### src/rtl/sr_pq_pkg.sv
// sr_pq_pkg: shared types for the shift-register priority queue.
//   pq_cell_t  - one storage cell record (valid, key, value). Key and value
//                fields are sized to the widest supported widths. Narrower
//                keys and values are zero-extended, which keeps unsigned
//                ordering intact.
//   cell_op_e  - per-cell update decision.
//   pq_beats() - priority comparison used by every cell.
package sr_pq_pkg;

  localparam int PQ_MIN = 0;
  localparam int PQ_MAX = 1;

  localparam int PQ_KW_MAX = 32;
  localparam int PQ_VW_MAX = 32;

  typedef struct packed {
    logic                 valid;
    logic [PQ_KW_MAX-1:0] key;
    logic [PQ_VW_MAX-1:0] value;
  } pq_cell_t;

  typedef enum logic [2:0] {
    CELL_HOLD,
    CELL_LOAD,
    CELL_PREV,
    CELL_NEXT,
    CELL_CLEAR
  } cell_op_e;

  // True when key a has strictly higher priority than key b. Equal keys do
  // not beat each other, so a new entry lands behind stored equals (FIFO).
  function automatic logic pq_beats(input logic [PQ_KW_MAX-1:0] a,
                                    input logic [PQ_KW_MAX-1:0] b,
                                    input logic                 max_first);
    return max_first ? (a > b) : (a < b);
  endfunction

endpackage

### src/rtl/sr_pq_cell.sv
// sr_pq_cell: one storage cell of the shift-register priority queue.
// Ports:
//   clk, rst_n     - clock, synchronous active-low reset
//   clr_i          - flush: cell becomes invalid
//   push_i, pop_i  - accepted push / accepted pop this cycle
//   new_rec_i      - record being inserted
//   prev_rec_i     - record of the cell nearer the head (zero for cell 0)
//   next_rec_i     - record of the cell nearer the tail (zero past the tail)
//   prev_ins_i     - insert bit of the previous cell (0 for cell 0)
//   next_ins_i     - insert bit of the next cell (1 past the tail)
//   rec_o          - this cell's stored record
//   ins_o          - new key belongs at or before this cell
module sr_pq_cell
  import sr_pq_pkg::*;
#(
  parameter bit MAX_FIRST = 1'b0,
  parameter bit HEAD      = 1'b0
) (
  input  logic     clk,
  input  logic     rst_n,
  input  logic     clr_i,
  input  logic     push_i,
  input  logic     pop_i,
  input  pq_cell_t new_rec_i,
  input  pq_cell_t prev_rec_i,
  input  pq_cell_t next_rec_i,
  input  logic     prev_ins_i,
  input  logic     next_ins_i,
  output pq_cell_t rec_o,
  output logic     ins_o
);

  pq_cell_t rec_q, rec_d;
  cell_op_e op;

  // Occupied cells are sorted, so ins_o is monotone along the queue: false
  // up to the insert point and true from there on. The first true cell is
  // where the new record goes.
  always_comb begin
    ins_o = !rec_q.valid || pq_beats(new_rec_i.key, rec_q.key, MAX_FIRST);
    op    = CELL_HOLD;
    if (clr_i) begin
      op = CELL_CLEAR;
    end else begin
      case ({push_i, pop_i})
        2'b10: begin
          if (prev_ins_i)  op = CELL_PREV;
          else if (ins_o)  op = CELL_LOAD;
          else             op = CELL_HOLD;
        end
        2'b01: op = CELL_NEXT;
        // Push with pop: the queue shifts toward the head and the new record
        // is inserted into the shifted view. A cell whose own insert bit is
        // set already sits behind the insert point and keeps its entry. The
        // head cell's own entry leaves, so the head ignores its own bit.
        2'b11: begin
          if (!HEAD && ins_o) op = CELL_HOLD;
          else if (next_ins_i) op = CELL_LOAD;
          else                 op = CELL_NEXT;
        end
        default: op = CELL_HOLD;
      endcase
    end
  end

  always_comb begin
    rec_d = rec_q;
    case (op)
      CELL_LOAD:  rec_d = new_rec_i;
      CELL_PREV:  rec_d = prev_rec_i;
      CELL_NEXT:  rec_d = next_rec_i;
      CELL_CLEAR: rec_d = '0;
      default:    rec_d = rec_q;
    endcase
  end

  always_ff @(posedge clk) begin
    if (!rst_n) rec_q <= '0;
    else        rec_q <= rec_d;
  end

  assign rec_o = rec_q;

endmodule

### src/rtl/sr_pq_gen.sv
// sr_pq_gen: shift-register priority queue with single-cycle push/pop.
// Ports:
//   clk, rst_n             - clock, synchronous active-low reset
//   clr                    - synchronous flush (all cells invalid, count 0)
//   push_valid/push_kv     - insert offer, {key,value} with key in MSBs
//   push_ready             - insert accepted this cycle
//   pop_valid/pop_ready    - remove-head request / accepted this cycle
//   head_kv, head_valid    - cell 0 contents (zero when invalid)
//   count, full, empty     - occupancy
//   overflow               - sticky: push offered while not ready
module sr_pq_gen
  import sr_pq_pkg::*;
#(
  parameter int KW        = 4,
  parameter int VW        = 4,
  parameter int DEPTH     = 8,
  parameter int MAX_FIRST = 0
) (
  input  logic                       clk,
  input  logic                       rst_n,
  input  logic                       clr,
  input  logic                       push_valid,
  input  logic [KW+VW-1:0]           push_kv,
  output logic                       push_ready,
  input  logic                       pop_valid,
  output logic                       pop_ready,
  output logic [KW+VW-1:0]           head_kv,
  output logic                       head_valid,
  output logic [$clog2(DEPTH+1)-1:0] count,
  output logic                       full,
  output logic                       empty,
  output logic                       overflow
);

  localparam int CW       = $clog2(DEPTH+1);
  localparam bit MAX_MODE = (MAX_FIRST == PQ_MAX);

  pq_cell_t         new_rec;
  pq_cell_t         rec [DEPTH];
  logic [DEPTH-1:0] ins;
  logic             push_acc, pop_acc;
  logic [CW-1:0]    count_q, count_d;
  logic             overflow_q, overflow_d;

  assign new_rec = {1'b1, PQ_KW_MAX'(push_kv[KW+VW-1:VW]), PQ_VW_MAX'(push_kv[VW-1:0])};

  for (genvar g = 0; g < DEPTH; g++) begin : g_cell
    pq_cell_t prev_rec, next_rec;
    logic     prev_ins, next_ins;

    if (g == 0) begin : g_first
      assign prev_rec = '0;
      assign prev_ins = 1'b0;
    end else begin : g_inner_prev
      assign prev_rec = rec[g-1];
      assign prev_ins = ins[g-1];
    end

    // Past the tail is an empty slot: nothing to shift in, and the new key
    // always fits there.
    if (g == DEPTH-1) begin : g_last
      assign next_rec = '0;
      assign next_ins = 1'b1;
    end else begin : g_inner_next
      assign next_rec = rec[g+1];
      assign next_ins = ins[g+1];
    end

    sr_pq_cell #(
      .MAX_FIRST (MAX_MODE),
      .HEAD      (g == 0)
    ) u_cell (
      .clk        (clk),
      .rst_n      (rst_n),
      .clr_i      (clr),
      .push_i     (push_acc),
      .pop_i      (pop_acc),
      .new_rec_i  (new_rec),
      .prev_rec_i (prev_rec),
      .next_rec_i (next_rec),
      .prev_ins_i (prev_ins),
      .next_ins_i (next_ins),
      .rec_o      (rec[g]),
      .ins_o      (ins[g])
    );
  end

  assign full       = (count_q == CW'(DEPTH));
  assign empty      = (count_q == '0);
  assign pop_ready  = !empty;
  assign push_ready = !full || (pop_valid && !empty);
  assign push_acc   = push_valid && push_ready;
  assign pop_acc    = pop_valid && pop_ready;

  always_comb begin
    if (clr) count_d = '0;
    else     count_d = count_q + CW'(push_acc) - CW'(pop_acc);
    overflow_d = overflow_q | (push_valid & ~push_ready);
  end

  always_ff @(posedge clk) begin
    if (!rst_n) begin
      count_q    <= '0;
      overflow_q <= 1'b0;
    end else begin
      count_q    <= count_d;
      overflow_q <= overflow_d;
    end
  end

  assign head_valid = rec[0].valid;
  assign head_kv    = head_valid ? {rec[0].key[KW-1:0], rec[0].value[VW-1:0]} : '0;
  assign count      = count_q;
  assign overflow   = overflow_q;

endmodule

### config.mk
export PLATFORM = sky130hd
export DESIGN_NAME = sr_pq_gen
export DESIGN_NICKNAME = d
export VERILOG_FILES = /design/src/rtl/sr_pq_pkg.sv /design/src/rtl/sr_pq_cell.sv /design/src/rtl/sr_pq_gen.sv
export SDC_FILE = /design/constraint.sdc
export NUM_CORES = 1
export LEC_CHECK = 0
export CORE_MARGIN = 2
export CORE_UTILIZATION = 50
export DETAILED_ROUTE_END_ITERATION = 10
export PLACE_DENSITY = 0.66
export SKIP_LAST_GASP = 1
export SYNTH_ARGS = -nofsm -noshare
export SYNTH_HDL_FRONTEND = slang
export SYNTH_SLANG_ARGS = --single-unit
### constraint.sdc
create_clock -name clk -period 8.3 [get_ports clk]
set_clock_uncertainty 0.1 [all_clocks]
set_input_delay 0.83 -clock clk [delete_from_list [all_inputs] [get_ports clk]]
set_output_delay 0.83 -clock clk [all_outputs]
set_load 0.02 [all_outputs]
==> reports/results.ini <==
[timing]
final.period_utilization=0.5584
hold_violations=0
tns_ps=0
fmaxAchievable_mhz=215.8
final-max-slew-violation-count=0
slew_headroom=0.2285
rsz0062_at_grt=false
min_period_ps=4635
max_slew.worst_pin.slew_ps=1156
setup_viol=0

[synth]
synthTopCellsByArea=dfxtp_1 (41%), mux2i_1 (7.9%), a22o_1 (3.6%)
async_flop_share=0
syn_inst=1606
yosysWarnings=0
synth_cell_types=94
synth_most_common_cell=dfxtp_1
synth.avg_cell_area_um2=9.199
synth_top_area_share=0.4079
synth_area_um2=14770
synth_commonest_cells=dfxtp_1 (301), nand2_1 (122), mux2i_1 (116), nor2_1 (96), o21ai_0 (94)
ys_ff_latch=301
synth-edff-count=0
synth-main-ff-cell=dfxtp_1
yosys.area.top_type=dfxtp_1
ys_seq_area_frac=0.4079
synthesis.nets=1649

[finish]
fillers=2661
drive_above_1_share=0.08606
n_antenna_cell=0
areaGrowthSynthToFinish_pct=9.417
final_nets=1614

[power_and_ir_drop]
total_power_uw=3477
power.density_nw_per_um2=215.1
power.leakage_uw=0.005990
max-vdd-ir-drop_uv=160.8

[route]
drtIter0Drc=1170
drt_pass1_iterations=6
totalWireLength_mm=42.41
drc=0
vias_per_cell=6.570
vias=12980
avgRoutedWirePerCell_um=21.46
ant_nets=0

[global_routing]
grt_pass1_vias=12410
grt_pass1_wl_mm=67.83
grt_max_degree=76
antenna_found_initial=0
grt_usage=0.2671
grt_overflow_total=0

[floorplanning]
die-area_um2=30940
start_util=0.5106
die_h_um=175.9
die_width_um=175.9
core_area_um2=28940
row_count=62
io_pins=31

[critical_path]
r2r_start=g_cell[2].u_cell.rec_o[60]$_SDFFE_PN0P_
endpoint_kind=flop
r2r_end=g_cell[2].u_cell.rec_o[3]$_SDFFE_PN0P_
reg2reg_setup_slack_ps=4040
worstSetupPathType=in -> reg
critical_path_arrival_ps=5020
cp_max_fo=33
worstPathRequired_ps=8680
startpoint_type=primary input
reg2regPathDepth=7

[hold_path]
whs_path_depth=2
worstHoldPathType=reg -> reg
hold_end=g_cell[6].u_cell.rec_o[40]$_SDFFE_PN0P_
min_from=g_cell[7].u_cell.rec_o[40]$_SDFFE_PN0P_

[clocking]
clk_latency_ps=590
cts_sinks=301
ctsResizeCount=0
cts.htree.levels=1
hold_buffers=0
cts_tree=built
cts_max_path_buffers=3
postCtsSetupBuffers=0
cts_buffers=31
cts_root_buf=clkbuf_16
clk_pin_slew_ps=60

[run]
maxCapViolCount=0

[placed_design]
detailed_place_hpwl_mm=29.13
place_congestion=0.8603
port_buffers=30

[run_status]
outcome=finished, final reports clean

state kept, by name, summed over array words and instances (netlist names):
register and cells:
count 4, overflow 1, g_cell.u_cell.rec_o 296
area by class of cell:
cell class	count	area [um2]	share of cell area
clock buffer	48	939.7	0.05813
clock inverter	6	75.07	0.004644
inverter	39	147.6	0.009133
multi-input combinational	1148	8046	0.4978
sequential	301	6026	0.3728
tap	384	480.5	0.02972
timing repair buffer	50	450.4	0.02786
critical path, cell delays in order:
cell	delay [ps]
clkdlybuf4s50_1	820
ha_1	510
or2_2	100
a21oi_1	80
or4_4	450
a21oi_1	840
o221a_2	870
a221oi_1	200
a311oi_1	300
cell usage in the layout (no fill, tap or decap), drive strengths merged, types with 7 or more instances in the layout:
cell type | synthesis | final
nor4b | 8 | 8
clkbuf | 63 | 48
a21oi | 64 | 64
a22oi | 38 | 38
ha | 29 | 29
o31ai | 11 | 11
nand2 | 124 | 124
o22ai | 10 | 10
nand3 | 74 | 74
a21o | 62 | 62
inv | 39 | 39
mux2 | 17 | 17
or2 | 8 | 8
nor3 | 24 | 24
a31oi | 11 | 11
nor2 | 101 | 101
a211oi | 13 | 13
a311oi | 7 | 7
mux2i | 116 | 116
dfxtp | 301 | 301
o21ai | 123 | 123
nor4 | 50 | 50
a32oi | 57 | 57
and2 | 11 | 11
a22o | 60 | 60
buf | 55 | 20
nand4 | 23 | 23
o21a | 13 | 13
a221oi | 14 | 14
clkdlybuf4s50 | 0 | 30
nand2b | 11 | 11
cells by family after synthesis:
family | count (synthesis) | share of synthesized area
compound gates | 530 | 0.2607
simple gates | 451 | 0.1589
flops | 301 | 0.4079
buf+inv | 157 | 0.05039
mux | 135 | 0.09510
fa+ha+maj | 30 | 0.02591
xor+xnor | 2 | 0.001186
worst max path at each step:
stage / start / endpoint / slack, ps / depth (start not counted)
global route: push_kv[6] / g_cell[6].u_cell.rec_o[47]$_SDFFE_PN0P_ / 3410 / 8
floorplan: push_kv[5] / g_cell[5].u_cell.rec_o[3]$_SDFFE_PN0P_ / 5010 / 6
finish: push_kv[6] / g_cell[1].u_cell.rec_o[35]$_SDFFE_PN0P_ / 3670 / 9
detailed placement: push_kv[6] / g_cell[6].u_cell.rec_o[37]$_SDFFE_PN0P_ / 3140 / 8
global placement: push_kv[6] / g_cell[1].u_cell.rec_o[34]$_SDFFE_PN0P_ / 3240 / 9
CTS: push_kv[6] / g_cell[6].u_cell.rec_o[37]$_SDFFE_PN0P_ / 3790 / 8
per-stage QoR:
stage	hold slack (ps)	std cells	area (um2)	util	worst slack (ps)
4_1_cts	378.4	1976	16170	0.5587	3787
2_1_floorplan	338.4	1606	14770	-	5012
3_3_place_gp	357.5	1922	15150	0.5236	3240
3_5_place_dp	369.0	1922	15150	0.5236	3145
5_1_grt	402.3	1976	16170	0.5587	3410
6_report	378.5	1976	16170	0.5587	3665
power breakdown:
group	leakage, uW	internal (uW)	switching [uW]	total, uW
clock	0.000494	805	597	1400
combinational	0.00307	187	391	578
sequential	0.00243	1470	27.0	1500
total	0.00599	2460	1020	3480
per-layer routing:
layer / wire length [um] / global-route usage / up-vias
met5: 0 / 0 / -
met2: 20470 / 0.4554 / 469
met1: 18370 / 0.3541 / 6377
met4: 1168 / 0.07748 / 0
li1: - / - / 6036
met3: 2404 / 0.03506 / 101
Note: power is estimated with default switching activity, not from simulation.
